$ cat src/rtl/demux_deserializer.sv
// demux_deserializer: collects a 1-bit serial stream, LSB first, into an N-bit word.
// The next-slot counter is decoded one-hot to produce a per-slot load enable.
// A completed word is held on a valid/ready port until the consumer takes it.
// A bit may be accepted in the same cycle that the finished word is consumed, so words stream with no bubble.
module demux_deserializer #(
  parameter int N = 4,
  parameter int S = $clog2(N)
) (
  input  logic         clk,
  input  logic         rst,
  input  logic         clear,
  input  logic         in_valid,
  output logic         in_ready,
  input  logic         d,
  output logic         out_valid,
  input  logic         out_ready,
  output logic [N-1:0] out_data,
  output logic [S-1:0] count
);

  typedef enum logic {COLLECT = 1'b0, FULL = 1'b1} state_t;

  state_t         state, state_n;
  logic [S-1:0]   count_n;
  logic [N-1:0]   data_n;
  logic [N-1:0]   slot_sel;
  logic [N-1:0]   slot_en;
  logic           accept;
  logic           consume;
  logic           last_slot;

  // Handshake decode. in_ready depends only on the state and out_ready, never on in_valid.
  always_comb begin
    in_ready  = (state == COLLECT) | out_ready;
    accept    = in_valid & in_ready;
    consume   = (state == FULL) & out_ready;
    last_slot = (count == S'(N - 1));
  end

  // One-hot demux of the slot counter. It gates the load enable of each slot while collecting.
  always_comb begin
    slot_sel = '0;
    slot_en  = '0;
    for (int k = 0; k < N; k++) begin
      slot_sel[k] = (count == S'(k));
      slot_en[k]  = slot_sel[k] & accept & (state == COLLECT);
    end
  end

  // Next-state logic. clear wins over everything; a FULL word is dropped only on consume or clear.
  always_comb begin
    state_n = state;
    count_n = count;
    data_n  = out_data;
    if (clear) begin
      state_n = COLLECT;
      count_n = '0;
      data_n  = '0;
    end else if (state == COLLECT) begin
      for (int k = 0; k < N; k++) begin
        if (slot_en[k]) data_n[k] = d;
      end
      if (accept) begin
        if (last_slot) begin
          count_n = '0;
          state_n = FULL;
        end else begin
          count_n = count + S'(1);
        end
      end
    end else if (consume) begin
      state_n = COLLECT;
      if (in_valid) begin
        data_n  = {{(N-1){1'b0}}, d};
        count_n = S'(1);
      end else begin
        data_n  = '0;
        count_n = '0;
      end
    end
  end

  // State, counter and word registers with asynchronous active-low reset.
  always_ff @(posedge clk or negedge rst) begin
    if (!rst) begin
      state    <= COLLECT;
      count    <= '0;
      out_data <= '0;
    end else begin
      state    <= state_n;
      count    <= count_n;
      out_data <= data_n;
    end
  end

  assign out_valid = (state == FULL);

endmodule
$ cat config.mk
export PLATFORM = sky130hd
export DESIGN_NAME = demux_deserializer
export DESIGN_NICKNAME = d
export VERILOG_FILES = /design/src/rtl/demux_deserializer.sv
export SDC_FILE = /design/constraint.sdc
export NUM_CORES = 1
export LEC_CHECK = 0
export BUFFER_PORTS_ARGS = -buffer_cell sky130_fd_sc_hd__buf_2
export CAP_MARGIN = 25
export CORE_AREA = 2 2 39 41
export CTS_CLUSTER_SIZE = 8
export DETAILED_ROUTE_END_ITERATION = 8
export DIE_AREA = 0 0 41 43
export MAX_ROUTING_LAYER = met4
export PLACE_DENSITY = 0.64
export SLEW_MARGIN = 30
export SYNTH_ARGS = -nofsm -noshare
export SYNTH_HDL_FRONTEND = slang
export SYNTH_SLANG_ARGS = --single-unit
$ cat constraint.sdc
create_clock -name clk -period 1.5 [get_ports clk]
set_input_delay 0.225 -clock clk [delete_from_list [all_inputs] [get_ports clk]]
set_output_delay 0.225 -clock clk [all_outputs]
set_load 0.05 [all_outputs]
==> impl_results.md, run 1 <==
* IR drop worst, VDD at 391.6 uV
* Max-cap violations at 0
* Full die area at 1763 sq um
* Syn nets at 58
* Tot GR Track Use at 13.87%
* WP buf/inv at 2
* Via count at 412
* Asr flop ratio synth at 100.0%
* # diodes at 0
* Drt pass-1 iters at 4
* Peak fanout along the critical path at 7
* Crit-path leading delay family: flip-flops
* Relative slew slack at 79.17%
* Sequential cell area fraction in the yosys report at 36.36%
* Fin Setup TNS at 0 ns
* Worst path max stage delay at 0.43 ns
* Leak Pwr at between 0.2 and 0.3 nW
* Area Growth Syn to Fin at 24.94%
* Fmax at 719.2 MHz
* Vias per inst at roughly 5.0
* Commonest non-fill, non-tap cell in the layout: buf_2
* H-tree levels at 1
* Layout cell share with drive strength beyond 1 at 39.39%
* Pin count of the biggest net entering global routing at 12
* CTS Sinks at 7
* Final period util at 92.70%
* Final worst path period need at 1.390 ns
* Endpoints failing setup at 0
* Crit path DAT at 1.17 ns
* Width of the die at just over 40 microns
* Net count, final at 77
* Comb power frac at 28.2%
* Worst-Margin Slew at 0.3112 ns
* Clk Latency, worst-skew pair at 0.26 ns
* Crit Path Class: reg2out
* Hold_ws at about 0.23 ns
* DR iter-0 viols at 9
* Vias in the first global route at 353
* Synth Register Bits at 7
* Cells after Synth at 48
* Routed Wire Length at 996 microns
* EDFF count, synth at 0
* Global-route wire length before repair at between 1500 and 2000 microns
* Worst EP required at ~1.3 ns
* Wire length per cell at 12.15 microns
* DRT antenna net count at 0
* Remaining global-route overflow at 0
* Critical path origin: out_valid
* Primary FF master, synth: dfrtp_1
* Commonest non-fill, non-tap cells in the layout: 12 x buf_2, 5 x nand3_1
* Power per Cell Area at 925.0 nW/um^2
* Clock Power Share at 32.6%
* Yosys warns at 0
* Starting Density at 34.81%
* Die Height at 43 microns
* Core Area at around 1400 sq um
* Worst hold path type: in2reg
* Hold wc startpoint: clear
* DRC at 0
* Final Slew Violations at 0
* Inserted Clock Buffers at 3
* Critical path, cell by cell: and2b_1 -> inv_1 -> clkbuf_4
* CTS clock-pin slew for the worst setup and hold paths at 0.06 ns
* Synth cell types at 22
* Antenna violations before repair at 0
* Netlist Area Pre-Place at between 400 and 500 sq um
* Clock tree from TritonCTS: yes
* Final Hold Viols at 0
* Syn_area_per_cell at 10.04 sq um
* Status: completed
* Int Power at 0.3583 mW
* Count of buffers from port buffering at 13
* Row count at 14
* Gpl congestion at around 0.73
* Fin Clk Skew at 0.002469 ns
* Switching Fraction at 35.64%
* Critical Path Start Type: register
* Sequential share of power at 39.3%
* DP Wirelength at 750.1 microns
* CTS Buffer Depth at 2
* CP max-delay cell: dfrtp_2
* Critical Path End Type: output pin
* Worst r2r src: out_valid
* NetSw at 0.1984 mW
* CTS root buffer: clkbuf_4
* RSZ-0062 raised after global routing: false
* IO Pins at 14
[path summary, 6_finish.rpt]
path	to	slack [ns]	cells past startpoint
setup / recovery	in_ready	0.11	3
hold / removal	count[0]	0.23	2
max in group asynchronous	out_valid	0.98	2
setup reg to reg	out_data[0]	0.13	4
min in group asynchronous	out_data[1]	0.34	2
hold reg to reg	out_data[0]	0.53	1
[flip-flops by register name, summed over array words and instances, names as in the netlist]
| register | cells |
|---|---|
| out_valid | 1 |
| count | 2 |
| out_data | 4 |
[area by class of cell]
cell class,instances,area (sq um)
Fill cell,150,782.0
Multi-Input combinational cell,36,272.8
Sequential cell,7,178.9
Timing Repair Buffer,16,92.59
Clock buffer,4,26.28
Tap cell,16,20.02
Inverter,3,11.26
[synthesized netlist by cell type, types with 2 or more instances]
master	instances	area [sq um]
nand3_1	5	25.02
buf_6	2	22.52
dfrtp_1	7	175.2
a21oi_1	2	10.01
ha_1	4	50.05
inv_1	3	11.26
nand2_1	4	15.01
nor2_1	3	11.26
nand4_1	2	12.51
nand3b_1	3	22.52
and2b_1	2	15.01
[per-stage QoR]
stage / power, mW / setup slack (ns) / instances / util, % / area, sq um
3_3_place_gp: 0.3731 / 0.2705 / 75 / 39.60 / 548.0
3_5_place_dp: 0.3764 / 0.2223 / 75 / 39.60 / 548.0
2_1_floorplan: 0.3352 / 0.09217 / 48 / - / 485.5
4_1_cts: 0.5654 / 0.004965 / 80 / 42.22 / 584.3
6_report: 0.5567 / 0.1096 / 82 / 43.49 / 601.8
5_1_grt: 0.5887 / 0.06206 / 82 / 43.49 / 601.8
[power groups by stage]
| stage | combinational [mW] | clock (mW) | sequential (mW) |
|---|---|---|---|
| finish | 0.157 | 0.181 | 0.219 |
| detailed placement | 0.153 | 0 | 0.224 |
| floorplan | 0.0628 | 0 | 0.272 |
| global placement | 0.151 | 0 | 0.222 |
| CTS | 0.156 | 0.190 | 0.220 |
| global route | 0.170 | 0.197 | 0.221 |
[metal layers]
metal	up-vias	wire, microns	GRT usage, %
met5	-	0	-
met3	0	54	6.283
met2	10	485	18.44
met1	199	456	16.72
met4	0	0	8.000
li1	203	-	-
[worst register-to-register path, cell delays in order, from the launching register on]
cell	delay, ns
dfrtp_2	0.43
buf_4	0.16
a21oi_4	0.14
a21boi_2	0.21
mux2_4	0.31
[repair_timing]
item | 4_1_cts | 5_1_grt
endpoints found under the hold margin | 7 | 0
setup buffers | 0 | 2
setup endpoints to repair | 0 | 1
gates resized for setup | 0 | 1
hold buffers | 1 | 0
[cell families after synthesis]
| logic type | synth area share (%) |
|---|---|
| AND/OR/NAND/NOR | 29.09 |
| AO/OA/AOI/OAI | 11.95 |
| flip-flops | 36.36 |
| buffers and inverters | 7.012 |
| adder cells (fa/ha/maj) | 10.39 |
| multiplexers | 5.194 |
Note: power is estimated with default switching activity, not from simulation.
==> run 2, diff against run 1 <==
- CELL_PAD_IN_SITES_DETAIL_PLACEMENT: default -> 1
- CELL_PAD_IN_SITES_GLOBAL_PLACEMENT: default -> 1
- CTS_BUF_LIST: default -> sky130_fd_sc_hd__clkbuf_4
- PLACE_DENSITY: 0.64 -> 0.8
==> run 2 against run 1 <==
Count of clock-buffer cells in the layout did not move. Setup slack got worse by 0.0051 ns. Global-route usage rose by 3.4 points. Non-clock buffer count fell by 1. First-iteration DRC count fell by 33%. Via count rose by 1.7%. Sequential share of layout area rose by 0.19 points. Clock skew rose by 0.0087 ns. Core utilization fell by 0.27 points. Worst hold slack got worse by 0.0038 ns. Fmax fell by 0.37%. Highest routed layer is now met4.
==> impl_results.md, run 2 (synthesis gave the netlist of run 1 again) <==
* Worst EP required at roughly 1.3 ns
* Width of the die at 41 microns
* Placement Setup Slack at 0.2276 ns
* Hold depth at 2
* Fin worst setup slack at between 0.1 and 0.15 ns
* DRC at 0
* Drt pass-1 iters at 3
* Clock tree from TritonCTS: yes
* Crit Path Class: reg2out
* Pin count of the biggest net entering global routing at 12
* Full die area at 1763 sq um
* Vias in the first global route at 440
* Final period util at 93.04%
* Net count, final at 76
* Status: completed
* Count of buffers from port buffering at 13
* Placed Instances at 75
* Die Height at 43 microns
* Peak fanout along the critical path at 7
* Clk Latency, worst-skew pair at 0.26 ns
* Tot GR Track Use at 17.25%
* Fin Setup TNS at 0 ns
* CTS Sinks at 7
* R2R depth at 4
* Fin Clk Skew at 0.01116 ns
* Top reg by flops: out_data
* Multi-input gate area at between 200 and 300 sq um
* Max reg flops at 4
* Via count at around 420
* Power per Cell Area at 969.2 nW/um^2
* Non-Filler Instances at 81
* DR iter-0 viols at 6
* IO Pins at 14
* Storage element area at 178.9 sq um
* Remaining global-route overflow at 0
* IR drop worst, VDD at 539.7 uV
* Critical Path Start Type: register
* Max-cap violations at 0
* CTS Buffer Depth at 2
* Critical Path End Type: output pin
* Antenna violations before repair at 0
* # diodes at 0
* H-tree levels at 1
* Commonest non-fill, non-tap cells in the layout: 12 x buf_2, 5 x nand3_1, 5 x clkbuf_4
* DRT antenna net count at 0
* Fmax at 716.6 MHz
* Inserted Clock Buffers at 3
* Cell area after layout at around 600 sq um
* Power Total at 0.5797 mW
* Starting Density at 34.81%
* Area post-placement at 548.0 sq um
* Worst hold path type: in2reg
* Crit path DAT at 1.17 ns
* Gpl congestion at 0.7281
* Area Growth Syn to Fin at 24.16%
* Wire length per cell at 14.30 microns
* Core Area at 1384 sq um
* Routed Wire Length at 1158 microns
* Final Hold Viols at 0
* Global-route wire length before repair at around 1900 microns
* Leak Pwr at 0.2951 nW
* RSZ-0062 raised after global routing: false
* CTS root buffer: clkbuf_4
* Fillcell total at 171
* DP Wirelength at ~870 microns
* Commonest non-fill, non-tap cell in the layout: buf_2
* Worst-Margin Slew at 0.3663 ns
* Row count at 14
* CTS clock-pin slew for the worst setup and hold paths at 0.06 ns
* Endpoints failing setup at 0
* Relative slew slack at 75.49%
* Final Slew Violations at 0
* Vias per inst at between 5 and 6
* Layout cell share with drive strength beyond 1 at 40.00%
* Final worst path period need at 1.396 ns
-- run 2: per-layer routing --
metal / vias up / global-route usage, % / wire, microns
met1: 201 / 18.24 / 469
li1: 202 / - / -
met4: 0 / 10.00 / 30
met2: 12 / 25.31 / 582
met5: - / - / 0
met3: 4 / 7.853 / 76
-- run 2: timing repair --
| item | in CTS | in global routing |
|---|---|---|
| hold endpoints to repair | 7 | 0 |
| hold buffers | 1 | 0 |
| resized for setup | 0 | 1 |
| endpoints found under the setup margin | 0 | 1 |
| buffers inserted | 0 | 1 |
-- run 2: final cells by class --
cell class / instances / area share [%]
clock buffer: 4 / 5.021
sequential: 7 / 29.92
inverter: 3 / 1.883
multi-input combinational: 36 / 45.61
timing repair buffer: 15 / 14.23
tap: 16 / 3.347
-- run 2: critical path, stage by stage (launching register included) --
cell and delay (ns):
dfrtp_2 0.43, and2b_1 0.21, inv_1 0.06, clkbuf_4 0.22
-- run 2: worst paths after layout --
check                                  from           to  slack [ns]
worst min register to register  out_data[0]  out_data[0]        0.53
worst min-delay path                  clear  out_data[3]        0.23
worst max register to register    out_valid  out_data[0]        0.14
min in group asynchronous               rst  out_data[1]        0.32
worst max-delay path              out_valid     in_ready        0.10
max in group asynchronous               rst     count[1]        0.99
-- run 2: report_power, final --
| part | internal, mW | leakage [nW] | switching [mW] | total, mW |
|---|---|---|---|---|
| clock | 0.120 | 0.0184 | 0.0793 | 0.199 |
| sequential | 0.205 | 0.0901 | 0.0152 | 0.220 |
| combinational | 0.0514 | 0.187 | 0.109 | 0.160 |
-- run 2: stage by stage --
step	util, %	hold slack (ns)
6_report	43.22	0.2278
5_1_grt	43.22	0.2304
3_3_place_gp	39.60	0.07384
2_1_floorplan	-	-0.07059
4_1_cts	42.50	0.2253
3_5_place_dp	39.60	0.06946
